$ cat src/rtl/quad_coverage_seq.sv
// quad_coverage_seq: multi-cycle quad-area and screen-coverage calculator with an exact restoring divider.
// Optional macro QUAD_COVERAGE_ROUND_EN rounds the percentage half-up instead of truncating it.
module quad_coverage_seq #(
    parameter int XW    = 10,
    parameter int YW    = 9,
    parameter int H_RES = 640,
    parameter int V_RES = 480,
    localparam int PW   = XW + YW + 2
) (
    input  logic          clk,
    input  logic          reset_n,
    input  logic          start,
    input  logic [XW-1:0] x1,
    input  logic [XW-1:0] x2,
    input  logic [XW-1:0] x3,
    input  logic [XW-1:0] x4,
    input  logic [YW-1:0] y1,
    input  logic [YW-1:0] y2,
    input  logic [YW-1:0] y3,
    input  logic [YW-1:0] y4,
    output logic          busy,
    output logic          done,
    output logic [6:0]    percent_kept,
    output logic [6:0]    percent_lost,
    output logic [PW-1:0] area2,
    output logic          clamped
);
    localparam int NW  = PW + 7;
    localparam int DEN = 2 * H_RES * V_RES;
    localparam int RW  = $clog2(DEN + 1) + 1;
    localparam int CW  = $clog2(NW);
    localparam logic [RW:0] DEN_X = DEN[RW:0];
`ifdef QUAD_COVERAGE_ROUND_EN
    localparam int HALF = DEN / 2;
    localparam logic [RW-1:0] HALF_V = HALF[RW-1:0];
`endif

    typedef enum logic [2:0] {S_IDLE, S_MUL0, S_MUL1, S_PREP, S_DIV, S_FIN} state_t;

    state_t                  state_q, state_d;
    logic [3:0][XW-1:0]      xs_q, xs_d;
    logic [3:0][YW-1:0]      ys_q, ys_d;
    logic signed [PW:0]      prod0_q, prod0_d, prod1_q, prod1_d;
    logic [PW-1:0]           area_q, area_d;
    logic [NW-1:0]           num_q, num_d, quo_q, quo_d;
    logic [RW-1:0]           rem_q, rem_d;
    logic [CW-1:0]           cnt_q, cnt_d;
    logic                    done_q, done_d, clamped_q, clamped_d;
    logic [6:0]              kept_q, kept_d, lost_q, lost_d;
    logic [PW-1:0]           area2_q, area2_d;

    logic signed [XW:0]      dx13, dx24, mul_a;
    logic signed [YW:0]      dy13, dy24, mul_b;
    logic signed [PW:0]      ma, mb, mul_p, diff;
    logic [PW-1:0]           abs_v;
    logic [NW-1:0]           a_ext, q_fin;
    logic [RW:0]             trial;
    logic                    ge;

    always_comb begin
        state_d   = state_q;
        xs_d      = xs_q;
        ys_d      = ys_q;
        prod0_d   = prod0_q;
        prod1_d   = prod1_q;
        area_d    = area_q;
        num_d     = num_q;
        quo_d     = quo_q;
        rem_d     = rem_q;
        cnt_d     = cnt_q;
        done_d    = 1'b0;
        kept_d    = kept_q;
        lost_d    = lost_q;
        area2_d   = area2_q;
        clamped_d = clamped_q;

        dx13  = $signed({1'b0, xs_q[0]}) - $signed({1'b0, xs_q[2]});
        dx24  = $signed({1'b0, xs_q[1]}) - $signed({1'b0, xs_q[3]});
        dy13  = $signed({1'b0, ys_q[0]}) - $signed({1'b0, ys_q[2]});
        dy24  = $signed({1'b0, ys_q[1]}) - $signed({1'b0, ys_q[3]});
        // One multiplier serves both diagonal products, operands steered by state
        mul_a = (state_q == S_MUL1) ? dx24 : dx13;
        mul_b = (state_q == S_MUL1) ? dy13 : dy24;
        ma    = {{(PW - XW){mul_a[XW]}}, mul_a};
        mb    = {{(PW - YW){mul_b[YW]}}, mul_b};
        mul_p = ma * mb;

        diff  = prod0_q - prod1_q;
        abs_v = diff[PW] ? (~diff[PW-1:0] + {{(PW - 1){1'b0}}, 1'b1}) : diff[PW-1:0];
        a_ext = {{(NW - PW){1'b0}}, abs_v};

        trial = {rem_q, num_q[NW-1]};
        ge    = (trial >= DEN_X);

`ifdef QUAD_COVERAGE_ROUND_EN
        q_fin = (rem_q >= HALF_V) ? quo_q + NW'(1) : quo_q;
`else
        q_fin = quo_q;
`endif

        case (state_q)
            S_IDLE: begin
                // The cycle carrying done is not an accept slot
                if (start && !done_q) begin
                    xs_d    = {x4, x3, x2, x1};
                    ys_d    = {y4, y3, y2, y1};
                    state_d = S_MUL0;
                end
            end
            S_MUL0: begin
                prod0_d = mul_p;
                state_d = S_MUL1;
            end
            S_MUL1: begin
                prod1_d = mul_p;
                state_d = S_PREP;
            end
            S_PREP: begin
                area_d  = abs_v;
                num_d   = (a_ext << 6) + (a_ext << 5) + (a_ext << 2);
                rem_d   = '0;
                quo_d   = '0;
                cnt_d   = '0;
                state_d = S_DIV;
            end
            S_DIV: begin
                rem_d = ge ? RW'(trial - DEN_X) : trial[RW-1:0];
                quo_d = {quo_q[NW-2:0], ge};
                num_d = num_q << 1;
                cnt_d = cnt_q + CW'(1);
                if (cnt_q == CW'(NW - 1)) begin
                    state_d = S_FIN;
                end
            end
            S_FIN: begin
                if (q_fin > NW'(100)) begin
                    kept_d    = 7'd100;
                    lost_d    = 7'd0;
                    clamped_d = 1'b1;
                end else begin
                    kept_d    = q_fin[6:0];
                    lost_d    = 7'd100 - q_fin[6:0];
                    clamped_d = 1'b0;
                end
                area2_d = area_q;
                done_d  = 1'b1;
                state_d = S_IDLE;
            end
            default: state_d = S_IDLE;
        endcase
    end

    always_ff @(posedge clk or negedge reset_n) begin
        if (!reset_n) begin
            state_q   <= S_IDLE;
            xs_q      <= '0;
            ys_q      <= '0;
            prod0_q   <= '0;
            prod1_q   <= '0;
            area_q    <= '0;
            num_q     <= '0;
            quo_q     <= '0;
            rem_q     <= '0;
            cnt_q     <= '0;
            done_q    <= 1'b0;
            kept_q    <= 7'd0;
            lost_q    <= 7'd100;
            area2_q   <= '0;
            clamped_q <= 1'b0;
        end else begin
            state_q   <= state_d;
            xs_q      <= xs_d;
            ys_q      <= ys_d;
            prod0_q   <= prod0_d;
            prod1_q   <= prod1_d;
            area_q    <= area_d;
            num_q     <= num_d;
            quo_q     <= quo_d;
            rem_q     <= rem_d;
            cnt_q     <= cnt_d;
            done_q    <= done_d;
            kept_q    <= kept_d;
            lost_q    <= lost_d;
            area2_q   <= area2_d;
            clamped_q <= clamped_d;
        end
    end

    assign busy         = (state_q != S_IDLE);
    assign done         = done_q;
    assign percent_kept = kept_q;
    assign percent_lost = lost_q;
    assign area2        = area2_q;
    assign clamped      = clamped_q;

endmodule

$ cat config.mk
export PLATFORM = sky130hd
export DESIGN_NAME = quad_coverage_seq
export DESIGN_NICKNAME = d
export VERILOG_FILES = /design/src/rtl/quad_coverage_seq.sv
export SDC_FILE = /design/constraint.sdc
export NUM_CORES = 1
export LEC_CHECK = 0
export CORE_MARGIN = 2
export CORE_UTILIZATION = 60
export CTS_BUF_LIST = sky130_fd_sc_hd__clkbuf_4
export CTS_CLUSTER_DIAMETER = 60
export DETAILED_ROUTE_END_ITERATION = 8
export PLACE_DENSITY = 0.81
export SYNTH_ARGS = -nofsm -noshare
export SYNTH_HDL_FRONTEND = slang
export SYNTH_SLANG_ARGS = --single-unit
export TNS_END_PERCENT = 100
$ cat constraint.sdc
create_clock -name clk -period 8.6 [get_ports clk]
set_input_delay 1.29 -clock clk [delete_from_list [all_inputs] [get_ports clk]]
set_output_delay 1.29 -clock clk [all_outputs]
set_load 0.03 [all_outputs]
Yosys cells after proc, flatten, opt, wreduce, memory -nomap -nowiden

Index checks and enable logic that the tools add are counted.

Register bits: 263
Bits of input ports: 79
Word-level logic and storage cells: 66

Add/sub/neg operators: 11
$mul: 1
$lt $le $gt $ge: 2
Equal/unequal tests: 8
Multiplexer cells: 15
Bitwise gates (word level): 1
Reduce and logical (&&, ||, !) cells: 7

Operators with widths:

| kind                                                  | count |
|---|---|
| one-hot mux 28 bit (2 select lines)                   | 2 |
| 2-to-1 mux 21 bit                                     | 2 |
| one-hot mux 21 bit (2 select lines)                   | 1 |
| adder 27 x 26 -> 28 bit                               | 1 |
| adder 28 x 23 -> 28 bit                               | 1 |
| > comparator 28 x 7 -> 1 bit, second input constant   | 1 |
| >= comparator 22 x 20 -> 1 bit, second input constant | 1 |
| subtractor 10 x 10 -> 11 bit                          | 2 |
| subtractor 22 bit                                     | 1 |
| adder 21 x 1 -> 21 bit, second input constant         | 1 |
| multiplier 11 x 10 -> 21 bit                          | 1 |
| inverter 21 bit                                       | 1 |
| subtractor 21 x 20 -> 21 bit, second input constant   | 1 |
| subtractor 9 x 9 -> 10 bit                            | 2 |
| one-hot mux 3 bit (5 select lines)                    | 1 |
| 2-to-1 mux 7 bit                                      | 2 |
| 2-to-1 mux 11 bit                                     | 1 |
| 2-to-1 mux 10 bit                                     | 1 |
| one-hot mux 5 bit (2 select lines)                    | 1 |
| subtractor 7 bit, first input constant                | 1 |
| equality test 3 x 2 -> 1 bit, second input constant   | 2 |
| equality test 3 bit, second input constant            | 2 |
| 2-to-1 mux 3 bit                                      | 2 |
| adder 5 x 1 -> 5 bit, second input constant           | 1 |
| other kinds (10)                                      | 13 |

Depth between registers and ports, before layout

Gate-level depths: netlist (run 1).

Word-level depth: 7
Gate-level depth with buffers: 36
Gate-level depth less buffers: 35

Worst setup path before layout (run 1)

No wires, ideal clock.

Path kind: register -> register
Start point: reg ys_q[0] in the netlist's numbering
End point: reg prod1_q[20]
Library setup time: 0.132 ns
Data arrival time: 7.069 ns
Setup slack: 1.399 ns
Cell stages (with the launch flop): 36
Path through: dfrtp_1 inv_1 ha_1 inv_1 fa_1 nand2_1 nand2_1 a21oi_1 o21ai_0 a21oi_1 o21ai_0 a21oi_1 xor2_1 nor2_1 a21oi_1 clkbuf_1 nand2b_1 fa_1 fa_1 inv_1 fa_1 fa_1 inv_1 fa_1 inv_1 ha_1 a21oi_1 o21ai_0 nand3_1 a21oi_1 o31ai_1 a21oi_1 o21a_1 nor2_1 xnor2_1 o21ai_1

Cells in the longest elaborated chain, start to end: 3

Ends and longest elaborated chain:

| what                         | RTL line | RTL |
|---|---|---|
| start: declaration           | 42       | `logic [3:0][YW-1:0] ys_q, ys_d;` |
| start signal: assignment     | 173      | `ys_q <= ys_d;` |
| subtractor 9 x 9 -> 10 bit   | 79       | `dy13 = $signed({1'b0, ys_q[0]}) - $signed({1'b0, ys_q[2]});` |
| 2-to-1 mux 10 bit            | 83       | `mul_b = (state_q == S_MUL1) ? dy13 : dy24;` |
| multiplier 11 x 10 -> 21 bit | 86       | `mul_p = ma * mb;` |
| end signal: assignment       | 175      | `prod1_q <= prod1_d;` |
| end: declaration             | 43       | `logic signed [PW:0] prod0_q, prod0_d, prod1_q, prod1_d;` |

Every way passes these cells.
A chain may end at the register's enable or synchronous reset.

Final worst setup path (run 1)

Start point: reg xs_q[0] in the netlist's numbering
End point: reg prod1_q[17]

Cells in the longest elaborated chain, start to end: 3

Ends and longest elaborated chain:

| what                         | RTL line | RTL |
|---|---|---|
| start: declaration           | 41       | `logic [3:0][XW-1:0] xs_q, xs_d;` |
| start signal: assignment     | 172      | `xs_q <= xs_d;` |
| subtractor 10 x 10 -> 11 bit | 77       | `dx13 = $signed({1'b0, xs_q[0]}) - $signed({1'b0, xs_q[2]});` |
| 2-to-1 mux 11 bit            | 82       | `mul_a = (state_q == S_MUL1) ? dx24 : dx13;` |
| multiplier 11 x 10 -> 21 bit | 86       |  |

Every way passes these cells.

==> results of run 1 <==
## registers in the layout, indices dropped and copies added (netlist names)
signal	flops
done	1
rem_q	21
prod1_q	21
prod0_q	21
num_q	26
area2	21
clamped	1
area_q	21
q_fin	28
percent_lost	6
cnt_q	5
state_q	3
percent_kept	7
xs_q	40
ys_q	36
## worst paths after layout
kind                          endpoint  slack (ns)
setup / recovery           prod1_q[17]        0.60
hold / removal                area2[9]        0.46
setup reg to reg           prod1_q[17]        0.60
hold reg to reg               area2[9]        0.46
max in group asynchronous     ys_q[29]        6.62
min in group asynchronous    num_q[19]        0.60
## worst max-delay path, delay by kind of cell (launching register included)
| family | cells | cell delay, ns |
|---|---|---|
| xor gates and xnor gates | 1 | 0.22 |
| and+or+nand+nor | 4 | 0.55 |
| AOI/OAI and AO/OA | 14 | 3.01 |
| adders and majority gates | 8 | 3.50 |
| DFF | 1 | 0.34 |
| buffers and inverters | 4 | 0.19 |
## cells in the final DEF, fill, tap and decap left out, drive strengths merged, types with 7 or more instances in the layout
cell / netlist / layout
ha: 139 / 139
a21oi: 56 / 56
or3: 11 / 11
fa: 122 / 122
a31oi: 10 / 10
o21ai: 142 / 142
buf: 16 / 22
clkbuf: 49 / 93
or2: 9 / 9
and2: 12 / 12
dfrtp: 255 / 255
nor2: 100 / 100
o21a: 13 / 13
nand2: 255 / 255
xnor2: 68 / 68
nor2b: 32 / 32
a21o: 21 / 21
clkinv: 1 / 26
nand3: 20 / 20
mux2: 87 / 87
xor2: 31 / 31
clkdlybuf4s50: 0 / 115
nor3: 13 / 13
a21boi: 15 / 15
nor4: 7 / 7
a22oi: 19 / 19
inv: 269 / 272
mux2i: 9 / 9
a22o: 43 / 43
o31ai: 17 / 17
nand2b: 19 / 19
## per-stage QoR
step / setup WS, ns / area, µm² / instances / util
detailed placement: 0.839 / 20300 / 2411 / 0.663
floorplan: 1.40 / 18700 / 1943 / -
global placement: 1.06 / 20300 / 2411 / 0.663
finish: 0.595 / 21300 / 2537 / 0.693
global route: 0.0813 / 21300 / 2537 / 0.693
CTS: 0.674 / 21300 / 2535 / 0.693
## layout make-up
class / instances / area, µm²
repair buffers: 137 / 1340
well taps: 396 / 495
diodes: 2 / 5.00
fillers: 2316 / 9410
inverters: 270 / 1010
multi-input cells: 1350 / 11000
flip-flops and latches: 258 / 6460
clock buffers: 93 / 698
clock inverters: 31 / 221
## layer usage
| layer | track usage | share of wire |
|---|---|---|
| met2 | 0.428 | 0.51 |
| met4 | 0.0806 | 0.024 |
| met1 | 0.308 | 0.43 |
| met5 | 0 | 0 |
| met3 | 0.0482 | 0.041 |
## cells by family (layout without fill, tap and decap cells)
family                   after synthesis  count (layout)
buffers and inverters                335             531
AND/OR/NAND/NOR                      508             508
adder cells (fa/ha/maj)              261             261
XOR/XNOR                              99              99
AO/OA/AOI/OAI                        386             386
multiplexers                          96              96
flip-flops                           258             258
other                                  0               2
==> results.txt, run 1 <==
synth top area cells: dfrtp_1 34%, fa_1 13%, ha_1 9.3%
Worst setup EP type: flop
DRT Pass-1 Iters: 4
CTS tree: yes
Hold Crit Class: flop to flop
Worst Reg-to-Reg Cells: 31
simple-gate share of the synthesized area: 0.124
Post-DRT Antenna Nets: 0
Hold Startpoint: area_q[9]
Compound-Gate Fraction of Synth Area: 0.136
critical path peak fanout: 8
Mapped Cells: 1943
Final Max Slew Viols: 0
Worst slew margin: 0.315
die height: 181 µm
I/O pins: 117
hold-critical path depth: 2
multiplexer area fraction after synthesis: 0.0571
Die X: 181 µm
CTS HTree Levels: 3
drt wl/cell: 15.6 µm
vias in the first global route: 14600
Final Hold Vio Count: 0
Fin Hold WS: 0.458 ns
dominant synthesized flop cell: dfrtp_1
share of cells above drive strength 1: 0.113
Critical Path Source: xs_q[0]
Synth Register Bits: 258
GR Overflow Total: 0
syn_nets: 2283
PortBufs: 116
top cell type's share of synthesized area: 0.340
slowest cell on the critical path: a21boi_1
Post-synth top cells: 268 x inv_1, 255 x dfrtp_1, 255 x nand2_1
Post-Synth XOR/XNOR Area: 0.0471
hold_buf cts: 0
first-pass GRT wire length: 67.0 mm
Root Buffer: clkbuf_4
Total GRT Usage: 0.246
via count: 14100
FP Rows: 64
Final period util: 0.931
Iter 0 DRT Violations: 657
Setup Crit Path Kind: flop to flop
post-synthesis adder-cell area fraction: 0.223
CP required: 9.13 ns
cts bufs inserted: 71
CP max stage delay: 0.62 ns
FF-to-FF Start: xs_q[0]
total of max-cap violations: 0
crit path time final: 8.00 ns
DRC: 0
Post-Syn Area: 0.0187 mm²
nets: 2428
largest family of logic cells by synthesized area: adder cells
status: finished, final reports clean
Routed WL: 39.6 mm
postcts setup bufs: 0
PostCTS Resize Cnt: 0
post-synth cell types: 86
Syn-to-layout area delta: 13.4%
initial antenna violation count: 2
synthesized area per cell: 9.65 µm²
Num Clock Sinks: 258
RSZ-0062 raised after global routing: no
Post-DP HPWL: 29.6 mm
ys async rst share: 1.00
RD Place Congestion: 0.893
Worst-Margin Slew: 1.02 ns
CP Launch Type: flop
Seq/Total Area, Yosys: 0.345
count of final setup violators: 0
Clk pin slew, worst setup/hold paths: 0.06 ns
vias per inst: 5.57
Die ar.: 0.0327 mm²
worst-skew pair later-pin latency: 0.73 ns
core area: 0.0307 mm²
CP dominant cell by count: fa_1
Setup TNS: 0 ns
Max Buffers Root-to-Sink: 3
Fin Clk Skew: 0.0719 ns
fmax: 0.125 GHz
WP data arrival: 8.54 ns
largest net degree at the start of global routing: 166
EDFF count, synth: 0
cell with the most instances after synthesis: inv_1
Yosys top cell by area: dfrtp_1
starting density of the core: 0.611
Yosys Warn Count: 0
Power of run 1 is left out: the tool's default activity adds up to more than one toggle a clock period on the data nets, which glitch-free logic cannot reach.
==> run 2, diff against run 1 <==
--- a/config.mk
+++ b/config.mk
@@ -14,4 +14,3 @@
 export SYNTH_ARGS = -nofsm -noshare
 export SYNTH_HDL_FRONTEND = slang
 export SYNTH_SLANG_ARGS = --single-unit
-export TNS_END_PERCENT = 100
==> constraint.sdc (replaced) <==
create_clock -name clk -period 8.3 [get_ports clk]
set_input_delay 1.245 -clock clk [delete_from_list [all_inputs] [get_ports clk]]
set_output_delay 1.245 -clock clk [all_outputs]
set_load 0.03 [all_outputs]
==> results.txt, run 2 (synthesized netlist as in run 1, its figures left out) <==
status: finished, final reports clean
max reg flops: 40 (unchanged)
DRC: 0 (unchanged)
via count: 14100 (-0.18%)
Post-DRT Antenna Nets: 0 (unchanged)
Worst setup EP type: flop
commonest non-fill, non-tap cell in the layout: inv_1
drt wl/cell: 15.7 µm (+0.69%)
# fillers: 2333 (+0.73%)
die height: 181 µm (unchanged)
starting density of the core: 0.611 (unchanged)
Routed WL: 39.9 mm (+0.69%)
CP max stage delay: 0.54 ns (-0.08 ns)
CP required: 8.82 ns (-0.31 ns)
DRT Pass-1 Iters: 5 (+1)
Hold Path Sink: area2[9]
Hold Crit Class: flop to flop
Die ar.: 0.0327 mm² (unchanged)
Top reg by flops: xs_q
Reg-to-Reg End: prod1_q[20]
Clk pin slew, worst setup/hold paths: 0.06 ns (about the same)
Max Buffers Root-to-Sink: 3 (unchanged)
core area: 0.0307 mm² (unchanged)
DP Worst Slack: 0.447 ns (-0.393 ns)
nets: 2429 (+0.041%)
GR Overflow Total: 0 (unchanged)
CP Launch Type: flop
CTS tree: yes
RD Place Congestion: 0.874 (-2.2%)
share of cells above drive strength 1: 0.119 (+0.00602)
largest net degree at the start of global routing: 155 (-6.6%)
worst-skew pair later-pin latency: 0.73 ns (about the same)
Worst Reg-to-Reg Cells: 35 (+13%)
flop-to-flop setup slack: 0.58 ns (-0.02 ns)
hold-critical path depth: 2 (unchanged)
Setup Crit Path Kind: flop to flop
critical path peak fanout: 12 (+4)
Fin Hold WS: 0.458 ns (+0.000218 ns)
slowest cell on the critical path: fa_1
count of final setup violators: 0 (unchanged)
Final period util: 0.931 (about the same)
vias per inst: 5.56 (-0.18%)
Iter 0 DRT Violations: 768 (+17%)
Root Buffer: clkbuf_4
FP Rows: 64 (unchanged)
PortBufs: 116 (unchanged)
first-pass GRT wire length: 67.3 mm (+0.41%)
initial antenna violation count: 1 (-1)
FF-to-FF Start: ys_q[0]
CTS HTree Levels: 3 (unchanged)
cts bufs inserted: 70 (-1.4%)
Hold Startpoint: area_q[9]
total of max-cap violations: 0 (unchanged)
Die X: 181 µm (unchanged)
I/O pins: 117 (unchanged)
Final Hold Vio Count: 0 (unchanged)
crit path time final: 7.72 ns (-0.281 ns)
Worst slew margin: 0.256 (-0.0589)
vias in the first global route: 14500 (-0.91%)
Syn-to-layout area delta: 13.6%
worst path buffer plus inverter count: 6 (+2)
Total GRT Usage: 0.248 (+0.00231)
crit-path leading delay family: adder cells
most frequent cells in the layout: 268 x inv_1, 255 x nand2_1, 255 x dfrtp_1
fmax: 0.129 GHz (+3.6%)
Num Clock Sinks: 258 (unchanged)
Worst Setup Slack, final: 0.576 ns (-0.0187 ns)
Worst-Margin Slew: 1.12 ns (+0.0953 ns)
Final Max Slew Viols: 0 (unchanged)
Fin Clk Skew: 0.0685 ns (-0.00335 ns)
Post-DP HPWL: 30.1 mm (+1.7%)
WP data arrival: 8.24 ns (-0.30 ns)
[run 2: changes by cell type in the layout (fill, tap and decap cells not counted), sizes merged]
cell / change
buf: +2
bufinv: -1
inv: +2
clkbuf: +5
clkinv: -7
diode: -1
[run 2: worst max-delay path by stage]
stage / from / end / slack (ns) / cells after the start
global placement: xs_q[0] / prod1_q[20] / 0.68 / 32
finish: ys_q[0] / prod1_q[20] / 0.58 / 35
detailed placement: xs_q[0] / prod1_q[20] / 0.45 / 32
CTS: xs_q[0] / prod1_q[20] / 0.46 / 32
floorplan: ys_q[0] / prod1_q[20] / 1.10 / 35
global route: ys_q[0] / prod1_q[20] / -0.0005 / 35
[run 2: layout make-up]
class / count / area (µm²) / share of cell area
clock buffers: 98 / 736 / 0.0346
clock inverters: 25 / 174 / 0.00817
inverters: 270 / 1010 / 0.0476
repair buffers: 139 / 1350 / 0.0635
multi-input cells: 1350 / 11100 / 0.519
well taps: 396 / 495 / 0.0233
flip-flops and latches: 258 / 6460 / 0.304
diodes: 1 / 2.50 / 0.000118
[run 2: worst reg2reg max path: cells and delay by family (launching register included)]
kind	cells	cell delay (ns)
xor gates and xnor gates	2	0.32
AOI/OAI and AO/OA	13	2.24
DFF	1	0.39
adders and majority gates	8	3.44
and+or+nand+nor	6	0.64
buffers and inverters	6	0.49
[run 2: what timing repair did]
action / in CTS / in global routing
hold endpoints to repair: 0 / 0
setup endpoints to repair: 0 / 8
hold buffers: 0 / 0
gates resized for setup: 0 / 5
setup buffers: 0 / 0
[run 2: stage by stage]
stage	TNS, ns	cell area [µm²]	std cells	utilization
3_5_place_dp	0	20300	2413	0.664
4_1_cts	0	21300	2536	0.693
5_1_grt	-0.000512	21300	2537	0.694
3_3_place_gp	0	20300	2413	0.664
6_report	0	21300	2537	0.694
2_1_floorplan	0	18700	1943	-
[run 2: routing by layer]
| metal | track usage | share of wire | vias to the layer above |
|---|---|---|---|
| met5 | 0 | 0 | - |
| met4 | 0.101 | 0.031 | 0 |
| met3 | 0.0391 | 0.042 | 91 |
| met2 | 0.432 | 0.51 | 329 |
| met1 | 0.309 | 0.42 | 6890 |
| li1 | - | - | 6804 |
Power of run 2 is left out for the same reason.
==> run 3, diff against run 2 <==
==> constraint.sdc (replaced) <==
create_clock -name clk -period 8.2 [get_ports clk]
set_input_delay 1.23 -clock clk [delete_from_list [all_inputs] [get_ports clk]]
set_output_delay 1.23 -clock clk [all_outputs]
set_load 0.03 [all_outputs]
==> results.txt, run 3 (synthesized netlist as in run 1, its figures left out) <==
DRT Pass-1 Iters: 6 (+1)
Die X: 181 µm (unchanged)
via count: 14000 (-0.52%)
core area: 0.0307 mm² (unchanged)
Setup Crit Path Kind: flop to flop
crit-path leading delay family: adder cells
commonest non-fill, non-tap cell in the layout: inv_1
fin cells: 2539 (+0.079%)
I/O pins: 117 (unchanged)
initial antenna violation count: 2 (+1)
PortBufs: 116 (unchanged)
CTS HTree Levels: 3 (unchanged)
count of final setup violators: 0 (unchanged)
Die ar.: 0.0327 mm² (unchanged)
Setup TNS: 0 ns (unchanged)
Worst setup EP type: flop
Top reg by flops: xs_q
Num Clock Sinks: 258 (unchanged)
FF-to-FF Start: ys_q[0]
first-pass GRT wire length: 66.3 mm (-1.4%)
CP required: 8.79 ns (-0.03 ns)
Worst slew margin: 0.326 (+0.0700)
Hold Crit Class: flop to flop
worst path buffer plus inverter count: 6 (unchanged)
CP Launch Type: flop
GR Overflow Total: 0 (unchanged)
DRC: 0 (unchanged)
fmax: 0.131 GHz (+0.96%)
Fin Clk Skew: 0.0675 ns (-0.00108 ns)
Post-DRT Antenna Nets: 0 (unchanged)
share of cells above drive strength 1: 0.119 (about the same)
Routed WL: 39.2 mm (-1.6%)
status: finished, final reports clean
postcts setup bufs: 0 (unchanged)
vias in the first global route: 14400 (-0.51%)
PostCTS Resize Cnt: 0 (unchanged)
Root Buffer: clkbuf_4
Clk pin slew, worst setup/hold paths: 0.07 ns (about the same)
most frequent cells in the layout: 268 x inv_1, 255 x nand2_1, 255 x dfrtp_1
Final Hold Vio Count: 0 (unchanged)
critical path peak fanout: 12 (unchanged)
CP dominant cell by count: a21oi_1
FP Rows: 64 (unchanged)
hold_buf cts: 0 (unchanged)
Worst-Margin Slew: 1.01 ns (-0.105 ns)
Final period util: 0.933 (+0.00236)
worst-skew pair later-pin latency: 0.73 ns (about the same)
total of max-cap violations: 0 (unchanged)
largest net degree at the start of global routing: 168 (+8.4%)
Iter 0 DRT Violations: 568 (-26%)
max reg flops: 40 (unchanged)
Final Max Slew Viols: 0 (unchanged)
Critical Path Source: ys_q[0]
slowest cell on the critical path: fa_1
Total GRT Usage: 0.243 (-0.00504)
CTS tree: yes
Max Buffers Root-to-Sink: 3 (unchanged)
crit path time final: 7.65 ns (-0.0737 ns)
drt wl/cell: 15.4 µm (-1.7%)
WP data arrival: 8.24 ns (about the same)
# fillers: 2330 (-0.13%)
nets: 2431 (+0.082%)
cts bufs inserted: 72 (+2.9%)
vias per inst: 5.53 (-0.60%)
Post-DP HPWL: 29.4 mm (-2.2%)
RSZ-0062 raised after global routing: no
starting density of the core: 0.611 (unchanged)
die height: 181 µm (unchanged)
Syn-to-layout area delta: 13.5% (about the same)
CP max stage delay: 0.55 ns (about the same)
RD Place Congestion: 0.927 (+6.0%)
dpl cells: 2413 (unchanged)
Hold Startpoint: area_q[13]
==> run 3: final cells by class <==
cell class | count | area [µm²] | share of cell area
multi-input combinational | 1350 | 11000 | 0.519
sequential | 258 | 6460 | 0.304
timing repair buffer | 139 | 1350 | 0.0635
inverter | 270 | 1010 | 0.0476
clock buffer | 102 | 766 | 0.0360
tap | 396 | 495 | 0.0233
clock inverter | 22 | 150 | 0.00706
antenna | 2 | 5.00 | 0.000235
==> run 3: final timing paths <==
path	end	slack, ns	cells past startpoint
worst max-delay path	prod0_q[19]	0.55	34
worst min-delay path	area2[13]	0.45	2
worst max register to register	prod0_q[19]	0.55	34
worst min register to register	area2[13]	0.45	2
max in group asynchronous	ys_q[18]	6.30	2
min in group asynchronous	num_q[18]	0.52	1
==> run 3: layer usage <==
metal,part of all wire,routed length (µm),global-route usage,vias up
li1,-,-,-,6797
met1,0.42,16400,0.301,6827
met2,0.51,19800,0.421,312
met3,0.043,1700,0.0450,104
met4,0.033,1300,0.0971,0
met5,0,0,0,-
==> run 3: worst min-delay path: cells and delay by family (launching register included) <==
kind | cells | cell delay [ns]
flops | 1 | 0.34
simple gates | 2 | 0.10
==> run 3: per-stage QoR <==
step | hold WS (ns) | area [µm²] | utilization | worst slack [ns]
floorplan | 0.435 | 18700 | - | 0.999
global placement | 0.449 | 20300 | 0.664 | 0.741
detailed placement | 0.455 | 20300 | 0.664 | 0.433
CTS | 0.444 | 21300 | 0.693 | 0.440
global route | 0.494 | 21300 | 0.694 | 0.000586
finish | 0.452 | 21300 | 0.694 | 0.550
Power of run 3 is left out for the same reason.
